**config.mk**
```make
export PLATFORM = sky130hd
export DESIGN_NAME = scan_unload_tx
export DESIGN_NICKNAME = d
export VERILOG_FILES = /design/src/rtl/scan_unload_tx.sv
export SDC_FILE = /design/constraint.sdc
export NUM_CORES = 1
export LEC_CHECK = 0
export ABC_AREA = 0
export CELL_PAD_IN_SITES_DETAIL_PLACEMENT = 0
export CELL_PAD_IN_SITES_GLOBAL_PLACEMENT = 1
export CORE_MARGIN = 5
export CORE_UTILIZATION = 37
export DETAILED_ROUTE_END_ITERATION = 8
export HOLD_SLACK_MARGIN = 0.08
export PLACE_DENSITY = 0.7
export SETUP_SLACK_MARGIN = 0.1
export SLEW_MARGIN = 20
export SYNTH_ARGS = -nofsm -noshare
export SYNTH_HDL_FRONTEND = slang
export SYNTH_SLANG_ARGS = --single-unit
```
**constraint.sdc**
```tcl
create_clock -name clock -period 1.5 [get_ports clock]
set_input_delay 0.15 -clock clock [delete_from_list [all_inputs] [get_ports clock]]
set_output_delay 0.15 -clock clock [all_outputs]
set_load 0.02 [all_outputs]
```
**src/rtl/scan_unload_tx.sv**
```systemverilog
// Framed parallel-to-serial unload transmitter: start bit, WIDTH data bits LSB first,
// optional even parity, stop bit; each bit held CLKS_PER_BIT clocks. Line idles high.
module scan_unload_tx #(
   parameter int WIDTH        = 8,
   parameter int CLKS_PER_BIT = 4,
   parameter int PARITY_EN    = 1
) (
   input  logic             clock,
   input  logic             reset_n,
   input  logic [WIDTH-1:0] data_in,
   input  logic             data_valid,
   output logic             data_ready,
   output logic             serial_out,
   output logic             busy,
   output logic             frame_done,
   output logic [2:0]       dbg_state
);

   localparam int CW = (CLKS_PER_BIT > 1) ? $clog2(CLKS_PER_BIT) : 1;
   localparam int BW = (WIDTH > 1) ? $clog2(WIDTH) : 1;
   localparam logic [CW-1:0] LAST_CYC = CW'(CLKS_PER_BIT - 1);
   localparam logic [BW-1:0] LAST_BIT = BW'(WIDTH - 1);

   typedef enum logic [2:0] {
      S_IDLE   = 3'd0,
      S_START  = 3'd1,
      S_DATA   = 3'd2,
      S_PARITY = 3'd3,
      S_STOP   = 3'd4
   } state_t;

   state_t           r_state;
   logic [CW-1:0]    r_cyc;
   logic [BW-1:0]    r_bit;
   logic [WIDTH-1:0] r_shift;
   logic             r_par;
   logic             r_serial;
   logic             r_ready;
   logic             r_busy;
   logic             r_done;

   logic             w_accept;
   logic             w_bit_end;
   logic [WIDTH-1:0] w_shift_next;

   // Handshake: a word transfers on a rising edge where data_valid and data_ready
   // are both high; data_ready is high only in IDLE, so the producer must hold
   // data_valid and data_in stable until it sees that edge.
   assign w_accept     = data_valid & r_ready;
   assign w_bit_end    = (r_cyc == LAST_CYC);
   assign w_shift_next = r_shift >> 1;

   always_ff @(posedge clock or negedge reset_n) begin
      if (!reset_n) begin
         r_state  <= S_IDLE;
         r_cyc    <= '0;
         r_bit    <= '0;
         r_shift  <= '0;
         r_par    <= 1'b0;
         r_serial <= 1'b1;
         r_ready  <= 1'b1;
         r_busy   <= 1'b0;
         r_done   <= 1'b0;
      end else begin
         r_done <= 1'b0;
         if (r_state != S_IDLE) begin
            r_cyc <= w_bit_end ? '0 : r_cyc + 1'b1;
         end
         case (r_state)
            S_IDLE: begin
               if (w_accept) begin
                  r_shift  <= data_in;
                  r_par    <= ^data_in;
                  r_cyc    <= '0;
                  r_state  <= S_START;
                  r_serial <= 1'b0;
                  r_busy   <= 1'b1;
                  r_ready  <= 1'b0;
               end
            end
            S_START: begin
               if (w_bit_end) begin
                  r_state  <= S_DATA;
                  r_serial <= r_shift[0];
               end
            end
            S_DATA: begin
               if (w_bit_end) begin
                  if (r_bit == LAST_BIT) begin
                     r_bit <= '0;
                     if (PARITY_EN != 0) begin
                        r_state  <= S_PARITY;
                        r_serial <= r_par;
                     end else begin
                        r_state  <= S_STOP;
                        r_serial <= 1'b1;
                     end
                  end else begin
                     // Next data bit comes from the shifted word, never from data_in.
                     r_bit    <= r_bit + 1'b1;
                     r_shift  <= w_shift_next;
                     r_serial <= w_shift_next[0];
                  end
               end
            end
            S_PARITY: begin
               if (w_bit_end) begin
                  r_state  <= S_STOP;
                  r_serial <= 1'b1;
               end
            end
            S_STOP: begin
               if (w_bit_end) begin
                  r_state  <= S_IDLE;
                  r_serial <= 1'b1;
                  r_busy   <= 1'b0;
                  r_ready  <= 1'b1;
                  r_done   <= 1'b1;
               end
            end
            default: begin
               r_state  <= S_IDLE;
               r_serial <= 1'b1;
               r_busy   <= 1'b0;
               r_ready  <= 1'b1;
            end
         endcase
      end
   end

   assign data_ready = r_ready;
   assign serial_out = r_serial;
   assign busy       = r_busy;
   assign frame_done = r_done;
   assign dbg_state  = r_state;

endmodule

```
# After elaboration in Yosys (flattened, before gate mapping)
# Index checks and enable logic that the tools add are counted.
dict set report word_totals {
  out_inout_bits 7
  memories 0
  elab_cells 67
  ramBits 0
  rom_bits 0
  latchBits 0
  register_bits 21
  input_bits 11
}
dict set report classes {
  magnitude_cmp 0
  n_reduce_logical 12
  bitwise 2
  div_mod_pow 0
  n_eq_ne 14
  n_addsub 2
  shift 0
  mul 0
  muxes 28
}
# cell count
set op_table {}
lappend op_table {{8-bit two-way mux} 3}
lappend op_table {{3-bit two-way mux} 7}
lappend op_table {{8-bit case mux with 2 select lines} 1}
lappend op_table {{3-bit case mux with 5 select lines} 1}
lappend op_table {{2-bit != test, second input constant} 7}
lappend op_table {{1-bit two-way mux} 9}
lappend op_table {{2-bit two-way mux} 4}
lappend op_table {{4-bit AND reduction} 2}
lappend op_table {{8-bit XOR reduction} 1}
lappend op_table {{3-bit by 2-bit == test with 1-bit output, second input constant} 2}
lappend op_table {{3-bit == test, second input constant} 2}
lappend op_table {{1-bit case mux with 3 select lines} 2}
lappend op_table {{6-bit AND reduction} 1}
lappend op_table {{1-bit case mux with 4 select lines} 1}
lappend op_table {{2-bit AND reduction} 2}
lappend op_table {{3-bit by 1-bit adder with 3-bit output, second input constant} 1}
lappend op_table {{3-bit by 1-bit == test with 1-bit output, second input constant} 1}
lappend op_table {{3-bit zero test} 1}
lappend op_table {{3-bit AND reduction} 1}
lappend op_table {{3-bit nonzero test} 1}
lappend op_table {{3-bit OR reduction} 1}
lappend op_table {{2-bit by 1-bit adder with 2-bit output, second input constant} 1}
lappend op_table {{2-bit == test, second input constant} 1}
lappend op_table {{2-bit by 1-bit != test with 1-bit output, second input constant} 1}
lappend op_table {{4 further kinds} 4}

# Depth between registers and ports, before layout
dict set report depth {
  depth_word 5
  ltp_mapped 7
  ltp_nobuf 5
}

# Worst setup path after synthesis
# No wires, ideal clock.
dict set report synth_timing {
  path_type {register to register}
  start {register r_state[0], in the netlist dbg_state[0]}
  end {register r_shift[3]}
  period_less_slack_ns 1.660
  arrival_ns 1.587
  setup_time_ns 0.073
  path_stages_with_launch 8
  path_slack_ns -0.160
  path_cell_list {dfrtp_1 -> buf_6 -> or2_0 -> buf_6 -> o32ai_4 -> buf_6 -> nor2_1 -> a21oi_2}
}
dict set report synth_via {
  elab_chain_len 3
  word_cells_on_any_way 8
}
# item line_no
set synth_rtl {}
lappend synth_rtl {{from (decl)} 32} ;# state_t r_state;
lappend synth_rtl {{from (signal assigned)} 55} ;# r_state <= S_IDLE;
lappend synth_rtl {{from (signal assigned)} 75} ;# r_state <= S_START;
lappend synth_rtl {{from (signal assigned)} 83} ;# r_state <= S_DATA;
lappend synth_rtl {{3-bit by 2-bit == test with 1-bit output / 3-bit zero test (equally long branches)} 69} ;# case (r_state)
lappend synth_rtl {{2-bit != test (no line) / 2-bit nonzero test (equally long branches)} --}
lappend synth_rtl {{4-bit AND reduction (no line)} --}
lappend synth_rtl {{to (signal assigned)} 72} ;# r_shift <= data_in;
lappend synth_rtl {{to (signal assigned)} 101} ;# r_shift <= w_shift_next;
lappend synth_rtl {{to (decl)} 35} ;# logic [WIDTH-1:0] r_shift;
# Several ways; a longest one is shown, not always the timed one.
# A chain may end at the register's enable or synchronous reset.

# Worst setup path after layout
dict set report layout_timing {
  start {register r_bit[1]}
  end {register r_shift[7]}
}
dict set report layout_via {
  elab_chain_len 3
}
# item line_no
set layout_rtl {}
lappend layout_rtl {{from (decl)} 34} ;# logic [BW-1:0] r_bit;
lappend layout_rtl {{from (signal assigned)} 100} ;# r_bit <= r_bit + 1'b1;
lappend layout_rtl {{3-bit == test} 89} ;# if (r_bit == LAST_BIT) begin
lappend layout_rtl {{2-bit != test (no line)} --}
lappend layout_rtl {{4-bit AND reduction (no line)} --}
# Every way passes these cells.

==> results.cfg <==
[detailed_routing]
wl_per_cell_um = 14.3
finalWirelength_um = 2480
drtPass1Iterations = 4
vias_per_cell = 5.15
ant_nets = 0
drt_iter0_markers = 20
num_vias = 896
route.detailed.drc = 0

[yosys]
synth_flop_cell = dfrtp_1
synth-seq-area-share = 0.470
synth_fp_nets = 118
synth.avg_cell_area_um2 = 10.8
synth_cells = 104
async_flop_share = 1.00
synth_edf_count = 0
ys_types = 31
ys_warn_count = 0
synth_area_mm2 = 0.00112
ys_ff_latch = 21

[setup_path]
endpoint_kind = flip-flop
critPathBufInv = 3
arrival_ns = 1.68
r2r_cells = 7
crit_top_cell = buf_6
path_cells = ha_2 > ha_4 > buf_6 > o32ai_4 > buf_6 > buf_16 > o21ai_1
worstPathMaxFanout = 8
cp_num_cells = 7
worstPathRequired_ns = 1.70
crit_slowest_cell = dfrtp_1
slowest_delay_ns = 0.40
startpoint_type = flip-flop
crit_type = reg -> reg
cp_top_family = flip-flops

[final_layout]
final_common_cell = dfrtp_1
fin_util = 0.539
drive_gt1_frac = 0.348
final_cell_mix = dfrtp_1 (17), buf_4 (16), clkdlybuf4s50_1 (10)
num-nets-final = 156
stdcell_count = 174
diodes = 0
area_growth_pct = 42.8

[clock_network]
clockBufferDepth = 2
clk_pin_slew_worst_paths_ns = 0.12
cts_sinks = 21
root_buffer = clkbuf_4
worstSkewPairLatency_ns = 0.30
cts_made_buffers = 3
htree_levels = 1
cts_tree = done

[sta]
setup_tns_ns = 0
max_freq_mhz = 677
tightest_slew_ns = 0.303
slew_violations = 0
rsz0062_at_grt = yes
clock_skew_ns = 0.0104
fin_hold_ws_ns = 0.171
finalCriticalPeriod_ns = 1.48
setup_viol = 0
period_share = 0.985
slew_headroom = 0.798
worst_slack_ns = 0.0227
hold_viol_final = 0

[floorplanning]
design.die.area_mm2 = 0.00424
ios = 18
num_rows = 20
start_util = 0.377
core-area_mm2 = 0.00298
die_y_um = 65.1
fp.dieW_um = 65.1

[placement]
hpwlAfterDp_um = 1790
pre_cts_ws_ns = -0.0540
placed_cells = 165
port_buffers = 17
gp_congestion = 0.779

[global_routing]
grt_max_degree = 22
grt_overflow = 0
grt_pass1_vias = 942
grt_pass1_wl_um = 4260
antenna_found_initial = 0
grt_usage = 0.132

[power_and_ir_drop]
power_frac_seq = 0.602
power_frac_clock = 0.284
powerDensity_mw_per_mm2 = 605
p_leak_nw = 0.686
p_int_w = 0.000740
swShare = 0.237
pwr-share-comb = 0.114
power.switching_w = 0.000230
vdd_drop_max_v = 0.000335

[run]
drv_cap = 0

[run_status]
status = complete, no violations

[min_path]
hold_class = in -> async
==> area by class of cell <==
cell class              count  area, um2
repair buffers             38        379
multi-input cells          75        616
fillers                   254       1370
well taps                  33       41.3
clock buffers               4       26.3
flip-flops and latches     21        531
inverters                   3       11.3
==> logic make-up after synthesis <==
logic type	count (synthesis)	synth area share
flops	21	0.470
buf+inv	8	0.0479
mux	11	0.101
fa+ha+maj	3	0.0334
xor+xnor	8	0.0624
compound gates	25	0.160
simple gates	28	0.125
==> cell usage after synthesis, types with 2 or more instances <==
library cell / number / share of area
a31oi_1: 2 / 0.011
ha_1: 3 / 0.033
o21ai_0: 7 / 0.031
inv_1: 3 / 0.010
xnor2_1: 8 / 0.062
mux2i_1: 8 / 0.071
nand3_1: 3 / 0.013
mux2_2: 3 / 0.030
nand2_1: 6 / 0.020
dfstp_2: 2 / 0.047
a21oi_2: 2 / 0.016
a21oi_1: 6 / 0.027
buf_6: 3 / 0.030
nor3_1: 2 / 0.0089
dfrtp_1: 19 / 0.42
nor2_1: 12 / 0.040
==> what timing repair did <==
action | CTS | global route
endpoints found under the setup margin | 18 | 14
pin swaps | 3 | 2
gates resized for setup | 21 | 13
hold buffers | 0 | 0
setup buffers | 3 | 1
cloned | 1 | 0
==> power groups by stage <==
stage          Combinational, W  Sequential, W  Clock (W)
2_1_floorplan         0.0000482       0.000592          0
3_3_place_gp           0.000103       0.000594          0
3_5_place_dp           0.000106       0.000594          0
4_1_cts                0.000107       0.000584   0.000287
5_1_grt                0.000123       0.000586   0.000319
6_report               0.000110       0.000584   0.000276
==> worst paths after layout <==
check	from	end	slack [ns]
hold / removal	reset_n	frame_done	0.17
min in group clock	data_in[7]	r_shift[7]	0.48
max in group asynchronous	reset_n	data_ready	1.04
setup / recovery	r_bit[1]	r_shift[7]	0.02
hold reg to reg	r_cyc[0]	r_cyc[0]	0.52
setup reg to reg	r_bit[1]	r_shift[7]	0.02
==> flip-flops by register name, summed over array words and instances, names as in the netlist <==
register    flops
r_cyc           2
serial_out      1
r_bit           3
dbg_state       3
busy            1
data_ready      1
r_par           1
r_shift         8
frame_done      1
==> stage by stage <==
step | total power, W | cell area (um2)
detailed placement | 0.000700 | 1440
global route | 0.00103 | 1600
finish | 0.000971 | 1600
CTS | 0.000978 | 1560
floorplan | 0.000641 | 1120
global placement | 0.000696 | 1440
==> routing by layer <==
metal | up-vias | global-route usage | part of all wire
met5 | - | 0 | 0
met4 | 0 | 0.0544 | 0.0069
met3 | 2 | 0.0325 | 0.042
met2 | 19 | 0.230 | 0.52
met1 | 432 | 0.155 | 0.43
li1 | 443 | - | -
No activity file was read; power rests on OpenSTA's default activity.
